[src/rtl/seq_shifter_if.sv]
// Start/busy/done handshake and data bundle for seq_shifter.
// abort_i exists only when SEQ_SHIFTER_ABORT_EN is defined.
interface seq_shifter_if #(
  parameter int WIDTH = 16,
  parameter int AMT_W = $clog2(WIDTH) + 1
);
  logic             start_i;
  logic [WIDTH-1:0] din_i;
  logic [AMT_W-1:0] amt_i;
  logic [1:0]       mode_i;
`ifdef SEQ_SHIFTER_ABORT_EN
  logic             abort_i;
`endif
  logic             ready_o;
  logic             busy_o;
  logic             done_o;
  logic [WIDTH-1:0] dout_o;
  logic             carry_o;

  modport master (
    output start_i, din_i, amt_i, mode_i,
`ifdef SEQ_SHIFTER_ABORT_EN
    output abort_i,
`endif
    input  ready_o, busy_o, done_o, dout_o, carry_o
  );

  modport slave (
    input  start_i, din_i, amt_i, mode_i,
`ifdef SEQ_SHIFTER_ABORT_EN
    input  abort_i,
`endif
    output ready_o, busy_o, done_o, dout_o, carry_o
  );
endinterface

[src/rtl/seq_shifter.sv]
// Multi-cycle shifter: logical left/right, arithmetic right, rotate right, STEP bits per clock.
// Optional abort input enabled by defining SEQ_SHIFTER_ABORT_EN.
module seq_shifter #(
  parameter int WIDTH = 16,
  parameter int STEP  = 1,
  parameter int AMT_W = $clog2(WIDTH) + 1
) (
  input  logic        clk_i,
  input  logic        reset_i,
  seq_shifter_if.slave bus
);
  typedef enum logic [1:0] {ST_IDLE, ST_SHIFT, ST_DONE} state_t;

  state_t           state_q, state_d;
  logic [WIDTH-1:0] dout_q, dout_d;
  logic             carry_q, carry_d;
  logic [AMT_W-1:0] rem_q, rem_d;
  logic [1:0]       mode_q, mode_d;

  logic [AMT_W-1:0] eff_amt;
  logic [AMT_W-1:0] step_k;

  // Rotations wrap modulo WIDTH; plain shifts saturate at WIDTH.
  always_comb begin
    eff_amt = '0;
    if (bus.mode_i == 2'b11)
      eff_amt = bus.amt_i % AMT_W'(WIDTH);
    else if (bus.amt_i > AMT_W'(WIDTH))
      eff_amt = AMT_W'(WIDTH);
    else
      eff_amt = bus.amt_i;
  end

  assign step_k = (rem_q < AMT_W'(STEP)) ? rem_q : AMT_W'(STEP);

  // Chain of single-bit stages; stage gi is active only when gi < step_k,
  // so the carry out of the chain is the last bit to leave the register.
  logic [WIDTH-1:0] stage_val [STEP+1];
  logic             stage_cry [STEP+1];

  assign stage_val[0] = dout_q;
  assign stage_cry[0] = carry_q;

  generate
    for (genvar gi = 0; gi < STEP; gi++) begin : g_stage
      logic [WIDTH-1:0] one_val;
      logic             one_cry;

      always_comb begin
        one_val = stage_val[gi];
        one_cry = stage_cry[gi];
        case (mode_q)
          2'b00: begin
            one_val = {stage_val[gi][WIDTH-2:0], 1'b0};
            one_cry = stage_val[gi][WIDTH-1];
          end
          2'b01: begin
            one_val = {1'b0, stage_val[gi][WIDTH-1:1]};
            one_cry = stage_val[gi][0];
          end
          2'b10: begin
            one_val = {stage_val[gi][WIDTH-1], stage_val[gi][WIDTH-1:1]};
            one_cry = stage_val[gi][0];
          end
          2'b11: begin
            one_val = {stage_val[gi][0], stage_val[gi][WIDTH-1:1]};
            one_cry = stage_val[gi][0];
          end
        endcase
      end

      assign stage_val[gi+1] = (AMT_W'(gi) < step_k) ? one_val : stage_val[gi];
      assign stage_cry[gi+1] = (AMT_W'(gi) < step_k) ? one_cry : stage_cry[gi];
    end
  endgenerate

  always_ff @(posedge clk_i or posedge reset_i) begin
    if (reset_i) begin
      state_q <= ST_IDLE;
      dout_q  <= '0;
      carry_q <= 1'b0;
      rem_q   <= '0;
      mode_q  <= 2'b00;
    end else begin
      state_q <= state_d;
      dout_q  <= dout_d;
      carry_q <= carry_d;
      rem_q   <= rem_d;
      mode_q  <= mode_d;
    end
  end

  always_comb begin
    state_d = state_q;
    dout_d  = dout_q;
    carry_d = carry_q;
    rem_d   = rem_q;
    mode_d  = mode_q;
    case (state_q)
      ST_IDLE: begin
        if (bus.start_i) begin
          dout_d  = bus.din_i;
          carry_d = 1'b0;
          rem_d   = eff_amt;
          mode_d  = bus.mode_i;
          state_d = ST_SHIFT;
        end
      end
      ST_SHIFT: begin
`ifdef SEQ_SHIFTER_ABORT_EN
        if (bus.abort_i) begin
          state_d = ST_IDLE;
        end else
`endif
        if (rem_q == '0) begin
          state_d = ST_DONE;
        end else begin
          dout_d  = stage_val[STEP];
          carry_d = stage_cry[STEP];
          rem_d   = rem_q - step_k;
        end
      end
      ST_DONE: state_d = ST_IDLE;
      default: state_d = ST_IDLE;
    endcase
  end

  assign bus.ready_o = (state_q == ST_IDLE);
  assign bus.busy_o  = (state_q == ST_SHIFT) || (state_q == ST_DONE);
  assign bus.done_o  = (state_q == ST_DONE);
  assign bus.dout_o  = dout_q;
  assign bus.carry_o = carry_q;
endmodule
[src/flat_wrapper.sv]
// flat-port wrapper written by rule: the top's interface ports become plain ports
module seq_shifter_flat 
#(
  parameter int WIDTH = 16,
  parameter int STEP  = 1,
  parameter int AMT_W = $clog2(WIDTH) + 1
)
  (clk_i, reset_i, bus_start_i, bus_din_i, bus_amt_i, bus_mode_i, bus_ready_o, bus_busy_o, bus_done_o, bus_dout_o, bus_carry_o);
  seq_shifter_if #(.WIDTH(WIDTH), .AMT_W(AMT_W)) bus_i ();
  input  logic clk_i;
  input  logic reset_i;
  input wire logic [$bits(bus_i.start_i)-1:0] bus_start_i;
  input wire logic [$bits(bus_i.din_i)-1:0] bus_din_i;
  input wire logic [$bits(bus_i.amt_i)-1:0] bus_amt_i;
  input wire logic [$bits(bus_i.mode_i)-1:0] bus_mode_i;
  output wire logic [$bits(bus_i.ready_o)-1:0] bus_ready_o;
  output wire logic [$bits(bus_i.busy_o)-1:0] bus_busy_o;
  output wire logic [$bits(bus_i.done_o)-1:0] bus_done_o;
  output wire logic [$bits(bus_i.dout_o)-1:0] bus_dout_o;
  output wire logic [$bits(bus_i.carry_o)-1:0] bus_carry_o;
  assign bus_i.start_i = bus_start_i;
  assign bus_i.din_i = bus_din_i;
  assign bus_i.amt_i = bus_amt_i;
  assign bus_i.mode_i = bus_mode_i;
  assign bus_ready_o = bus_i.ready_o;
  assign bus_busy_o = bus_i.busy_o;
  assign bus_done_o = bus_i.done_o;
  assign bus_dout_o = bus_i.dout_o;
  assign bus_carry_o = bus_i.carry_o;
  seq_shifter #(.WIDTH(WIDTH), .STEP(STEP), .AMT_W(AMT_W)) u_core (.clk_i(clk_i), .reset_i(reset_i), .bus(bus_i));
endmodule
[config.mk]
export PLATFORM = sky130hd
export DESIGN_NAME = seq_shifter_flat
export DESIGN_NICKNAME = d
export VERILOG_FILES = /design/src/rtl/seq_shifter_if.sv /design/src/rtl/seq_shifter.sv /design/src/flat_wrapper.sv
export SDC_FILE = /design/constraint.sdc
export NUM_CORES = 1
export LEC_CHECK = 0
export BUFFER_PORTS_ARGS = -buffer_cell sky130_fd_sc_hd__buf_4
export CAP_MARGIN = 20
export CORE_MARGIN = 3
export CORE_UTILIZATION = 46
export DETAILED_ROUTE_END_ITERATION = 10
export PLACE_DENSITY = 0.75
export RECOVER_POWER = 100
export SKIP_CTS_REPAIR_TIMING = 1
export SYNTH_ARGS = -nofsm -noshare
export SYNTH_HDL_FRONTEND = slang
export SYNTH_SLANG_ARGS = --single-unit
[constraint.sdc]
create_clock -name clk_i -period 1.8 [get_ports clk_i]
set_clock_uncertainty 0.05 [all_clocks]
set_input_delay 0.18 -clock clk_i [delete_from_list [all_inputs] [get_ports clk_i]]
set_output_delay 0.18 -clock clk_i [all_outputs]
set_load 0.01 [all_outputs]
* Word-level counts from Yosys, hierarchy flattened
Cells that the tools add are included. W data, S select, Z words.
Operators by class: add/sub/neg operators 1, $lt $le $gt $ge 3, eq/ne operators 11, muxes and demuxes 19, reduce and logical (&&, ||, !) cells 11
Operator list (number):
- $pmux W16 S4 | 1
- $mux W16 | 3
- $pmux W16 S2 | 1
- $mux W5 | 5
- $pmux W5 S2 | 1
- $eq A2 B2 Y1 const B | 4
- $ne A2 B2 Y1 const B | 3
- $gt A5 B5 Y1 const B | 1
- $logic_not A5 Y1 | 1
- $lt A1 B5 Y1 const A | 1
- $lt A5 B1 Y1 const B | 1
- $reduce_and A5 Y1 | 1
- $sub A5 B5 Y5 | 1
- $eq A2 B1 Y1 const B | 2
- $logic_not A2 Y1 | 2
- $mux W2 | 2
- $ne A2 B1 Y1 const B | 2
- $pmux W1 S2 | 2
- $pmux W2 S2 | 1
- $reduce_and A2 Y1 | 2
- $reduce_and A4 Y1 | 1
- $mux W1 | 3
- $reduce_and A3 Y1 | 1
- $reduce_or A3 Y1 | 1
- 2 further kinds | 2
Word-level totals: bits in registers 26, input bits 26, output and inout bits 20, word-level logic and storage cells 51

* Longest topological paths before layout
word-level depth 6, depth in mapped cells 8, mapped depth without buffers 7

* Worst setup path after synthesis
Ideal clock, no wire load.
path type reg-to-reg, from reg u_core.state_q[0], to reg u_core.dout_q[3], in the netlist u_core.bus.dout_o[3], setup time 0.118 ns, arrival 1.625 ns, required time 1.632 ns, path slack 0.007 ns, stages on the path, launching flop included 8, buffers on the path 1, clock period less this slack 1.793 ns, cells stage by stage dfrtp_1 inv_1 ha_1 mux2i_1 a21o_1 buf_2 a211oi_1 a21o_1
Between the ends: longest elaborated chain between the ends 3, elaborated cells between the ends (all ways) 8, classes of those cells 4 x eq/ne; 1 x mux; 3 x reduce/logical
Ends and longest elaborated chain:
- start, declared | RTL line seq_shifter.sv:14 | state_t state_q, state_d;
- start signal, assigned | RTL line seq_shifter.sv:85 | state_q <= state_d;
- $logic_not A2 Y1 (*)
- named net bus_ready_o | RTL line flat_wrapper.sv:16 | output wire logic [$bits(bus_i.ready_o)-1:0] bus_ready_o;
- $ne A2 B2 Y1 (no line) or $reduce_bool A2 Y1 (tied branches)
- $reduce_and A4 Y1 (no line)
- end signal, assigned | RTL line seq_shifter.sv:86 | dout_q <= dout_d;
- end, declared | RTL line seq_shifter.sv:15 | logic [WIDTH-1:0] dout_q, dout_d;
The timed path passes the listed nets; every way through them passes the cells marked *. A chain may end at the register's enable or synchronous reset.

* Final worst setup path
from reg u_core.rem_q[3], to reg u_core.rem_q[2]
Between the ends: longest elaborated chain between the ends 5, elaborated cells between the ends (all ways) 8, classes of those cells 1 x add/sub; 1 x order compare; 1 x eq/ne; 3 x mux; 2 x reduce/logical
Ends and longest elaborated chain:
- start, declared | RTL line seq_shifter.sv:17 | logic [AMT_W-1:0] rem_q, rem_d;
- start signal, assigned | RTL line seq_shifter.sv:88 | rem_q <= rem_d;
- $lt A5 B1 Y1 | RTL line seq_shifter.sv:34 | assign step_k = (rem_q < AMT_W'(STEP)) ? rem_q : AMT_W'(STEP);
- $mux W5 | RTL line seq_shifter.sv:34
- $sub A5 B5 Y5 | RTL line seq_shifter.sv:120 | rem_d = rem_q - step_k;
- $mux W5 | RTL line seq_shifter.sv:115 | if (rem_q == '0) begin
- $pmux W5 S2 | RTL line seq_shifter.sv:99 | case (state_q)
Parallel ways exist; a longest one is shown, timed or not. The select of a mux whose other input is x is not followed.

==> impl_results.md <==
- Placed insts: 254
- Yosys cell types: 34
- Area of placed instances: roughly 2000 um^2
- Worst Hold Class: in -> reg
- Final wirelength: ~4000 um
- Row Count: 20
- DRC viols: 0
- # setup viols final: 0
- Vias in the first global route: ~1400
- Yosys reg bits: 26
- Slew HR: a little under three fifths
- Reg-to-reg startpoint: u_core.rem_q[3]$_DFFE_PP0P_
- Antenna violations before repair: 0
- Reg area: between 600 and 700 um^2
- Worst setup SP type: flop
- Share of layout cells above drive strength 1: 28.2%
- WHS: around 39 ps
- Area occupied by multi-input gates: 866 um^2
- Vias per cell: approximately 5.5
- Setup TNS: 0 ps
- CTS tree: yes
- Switching pwr: just under 2 mW
- Post-layout util: 67.8%
- Status: complete, no violations
- Die X: approximately 64 um
- First-pass GRT wire length: around 6500 um
- MaxCap Viol Count: 0
- Top post-synthesis cells by area: dfrtp_1, mux2i_1, a211oi_1
- H-tree depth: 1
- Sequential-to-total area share from yosys stat: roughly two fifths
- Clk Latency, worst-skew pair: between 300 and 400 ps
- Post-synth EDFFs: 0
- Syn Inst Count: about 160
- Final HPWL from detailed placement: between 2000 and 3000 um
- Clk slew on worst S/H paths: around 140 ps
- ANT cells: 0
- Synth warn: 0
- Top FF cell, synth: dfrtp_1
- DR WL/cell: around 15 um
- Seq pwr share: between 20% and 30%
- Cell taking the most area after synthesis: dfrtp_1
- Core ar.: approximately 3100 um^2
- Post-Syn Area: ~1600 um^2
- HP Start: bus_mode_i[1]
- WHS Endpoint: u_core.mode_q[1]$_DFFE_PP0P_
- Max Slew Vio Count: 0
- Critical path type: reg -> reg
- Pwr Density: roughly 2200 nW/um^2
- Setup crit end kind: flop
- Least-Margin Pin Slew: roughly 650 ps
- Ys async rst share: between 90% and 100%
- CTS sink cnt: 26
- CP arrival: ~2000 ps
- Fmax: between 500 and 600 MHz
- Reg2reg setup slack: roughly 26 ps
- Post-synth top area share: 41.9%
- Pint: ~2.6 mW
- Final Hold Fails: 0
- Non-Filler Instances: 264
- Switching share of power: 43.3%
- Gp weighted congestion: 0.907
- First-pass DRT Iterations: 4
- PortBufs: between 40 and 50
- Post-route ant nets: 0
- Clock share of power: 8.8%
- Mapped Nets: between 150 and 200
- Final Cycle Share: 98.6%
- Io pins: 46
- Max rail drop VDD: 1.08 mV
- Worst endpoint required time: 2010 ps
- # fillers: ~250
- RSZ-0062 raised after global routing: true
- Total track usage: between 10% and 20%
- Hold path depth: 2
- Number of buffers created by CTS: 3
- Finished Cell Area: 2120 um^2
- CTS max path bufs: 2
- Initial core utilization: 49.6%
- Die area: between 4000 and 5000 um^2
- P_leak: 1.01 nW
- Worst-path fanout max: 4
- Minimum clock period: roughly 1800 ps
- Reg2reg path depth: 8
- Root buffer cell: clkbuf_4
- Gate power share: ~65%
- Crit Reg-Reg Endpoint: u_core.rem_q[2]$_DFFE_PP0P_
- Vias: approximately 1500
- Grt ovf: 0
- Die Y-Extent: around 64 um
- Avg Inst Size Synth: between 9 and 10 um^2
- Final nets: 251
- Largest net degree at the start of global routing: 27
- Layout area overhead: 36.6%
- DR iter-0 viols: between 100 and 150
[worst max path at each step]
stage	from	endpoint	slack [ps]	cells past startpoint
after global placement	u_core.rem_q[3]$_DFFE_PP0P_	u_core.rem_q[2]$_DFFE_PP0P_	7	7
after CTS	u_core.rem_q[3]$_DFFE_PP0P_	u_core.rem_q[2]$_DFFE_PP0P_	-80	7
after global routing	u_core.rem_q[3]$_DFFE_PP0P_	u_core.rem_q[2]$_DFFE_PP0P_	-70	8
after floorplan	u_core.state_q[0]$_DFFE_PP0P_	u_core.bus.dout_o[3]$_DFFE_PP0P_	7	7
final	u_core.rem_q[3]$_DFFE_PP0P_	u_core.rem_q[2]$_DFFE_PP0P_	30	8
after detailed placement	u_core.rem_q[3]$_DFFE_PP0P_	u_core.rem_q[2]$_DFFE_PP0P_	-60	7
[critical path, cell delays in order, from the launching register on]
cell and delay [ps]:
dfrtp_1 440, or3_4 420, o21bai_4 130, ha_2 190, buf_4 100, o211ai_1 90, nand2_1 90, a21oi_1 40
o21ai_1 150
[metrics by stage]
stage / setup WS (ps) / power (mW)
2_1_floorplan: 7.23 / 2.96
3_3_place_gp: 6.95 / 3.82
6_report: 25.6 / 4.57
4_1_cts: -81.4 / 4.32
3_5_place_dp: -56.1 / 3.90
5_1_grt: -74.2 / 4.96
[flip-flops by register name (all words and copies together) (netlist names)]
name and flops:
u_core.rem_q 5, u_core.state_q 2, u_core.bus.dout_o 16, u_core.bus.carry_o 1, u_core.mode_q 2
[cell usage in the layout (no fill, tap or decap), types with 2 or more instances in the layout]
master	count
a211oi_1	16
a21o_1	14
a21oi_1	7
buf_12	2
buf_4	38
buf_6	2
clkbuf_1	20
clkbuf_4	4
dfrtp_1	26
ha_1	2
inv_1	7
mux2_2	2
mux2i_1	15
nand2_1	8
nor2_1	21
o211ai_1	2
o21ai_0	5
o21ai_1	2
[power groups by stage]
stage | logic [mW] | registers (mW) | clock network [mW]
global placement | 2.63 | 1.18 | 0
finish | 2.99 | 1.19 | 0.403
global route | 3.30 | 1.23 | 0.433
detailed placement | 2.71 | 1.19 | 0
floorplan | 1.73 | 1.23 | 0
CTS | 2.73 | 1.18 | 0.410
[layout make-up]
| cell class | count | area share, % |
|---|---|---|
| multi-input combinational | 117 | 40.8 |
| timing repair buffer | 66 | 22.2 |
| tap | 44 | 2.60 |
| sequential | 26 | 30.7 |
| inverter | 7 | 1.24 |
| clock inverter | 1 | 1.42 |
| clock buffer | 3 | 1.06 |
[Yosys cell counts (2+ instances only)]
cell type and n:
clkbuf_1 2, o21ai_0 6, o211ai_1 2, a21oi_1 7, mux2_2 2, nand2_1 8
a211oi_1 17, nor2_1 21, buf_6 3, dfrtp_1 26, buf_2 4, ha_1 4
mux2i_1 16, a21o_1 15, inv_1 7
[metal layers]
| metal | global-route usage [%] | wire, um |
|---|---|---|
| met1 | 26.1 | 1720 |
| met2 | 33.3 | 2100 |
| met3 | 3.87 | 185 |
| met4 | 3.96 | 20 |
| met5 | 0 | 0 |
[kinds of logic (layout without fill, tap and decap cells)]
| kind of cell | after synthesis | count (layout) | share of synthesized area [%] |
|---|---|---|---|
| AOI/OAI and AO/OA | 55 | 55 | 25.1 |
| and+or+nand+nor | 40 | 40 | 12.3 |
| DFF | 26 | 26 | 41.9 |
| muxes | 18 | 18 | 11.8 |
| buffers and inverters | 16 | 77 | 5.64 |
| adders and majority gates | 4 | 4 | 3.22 |
Power figures use the tool's default switching activity.
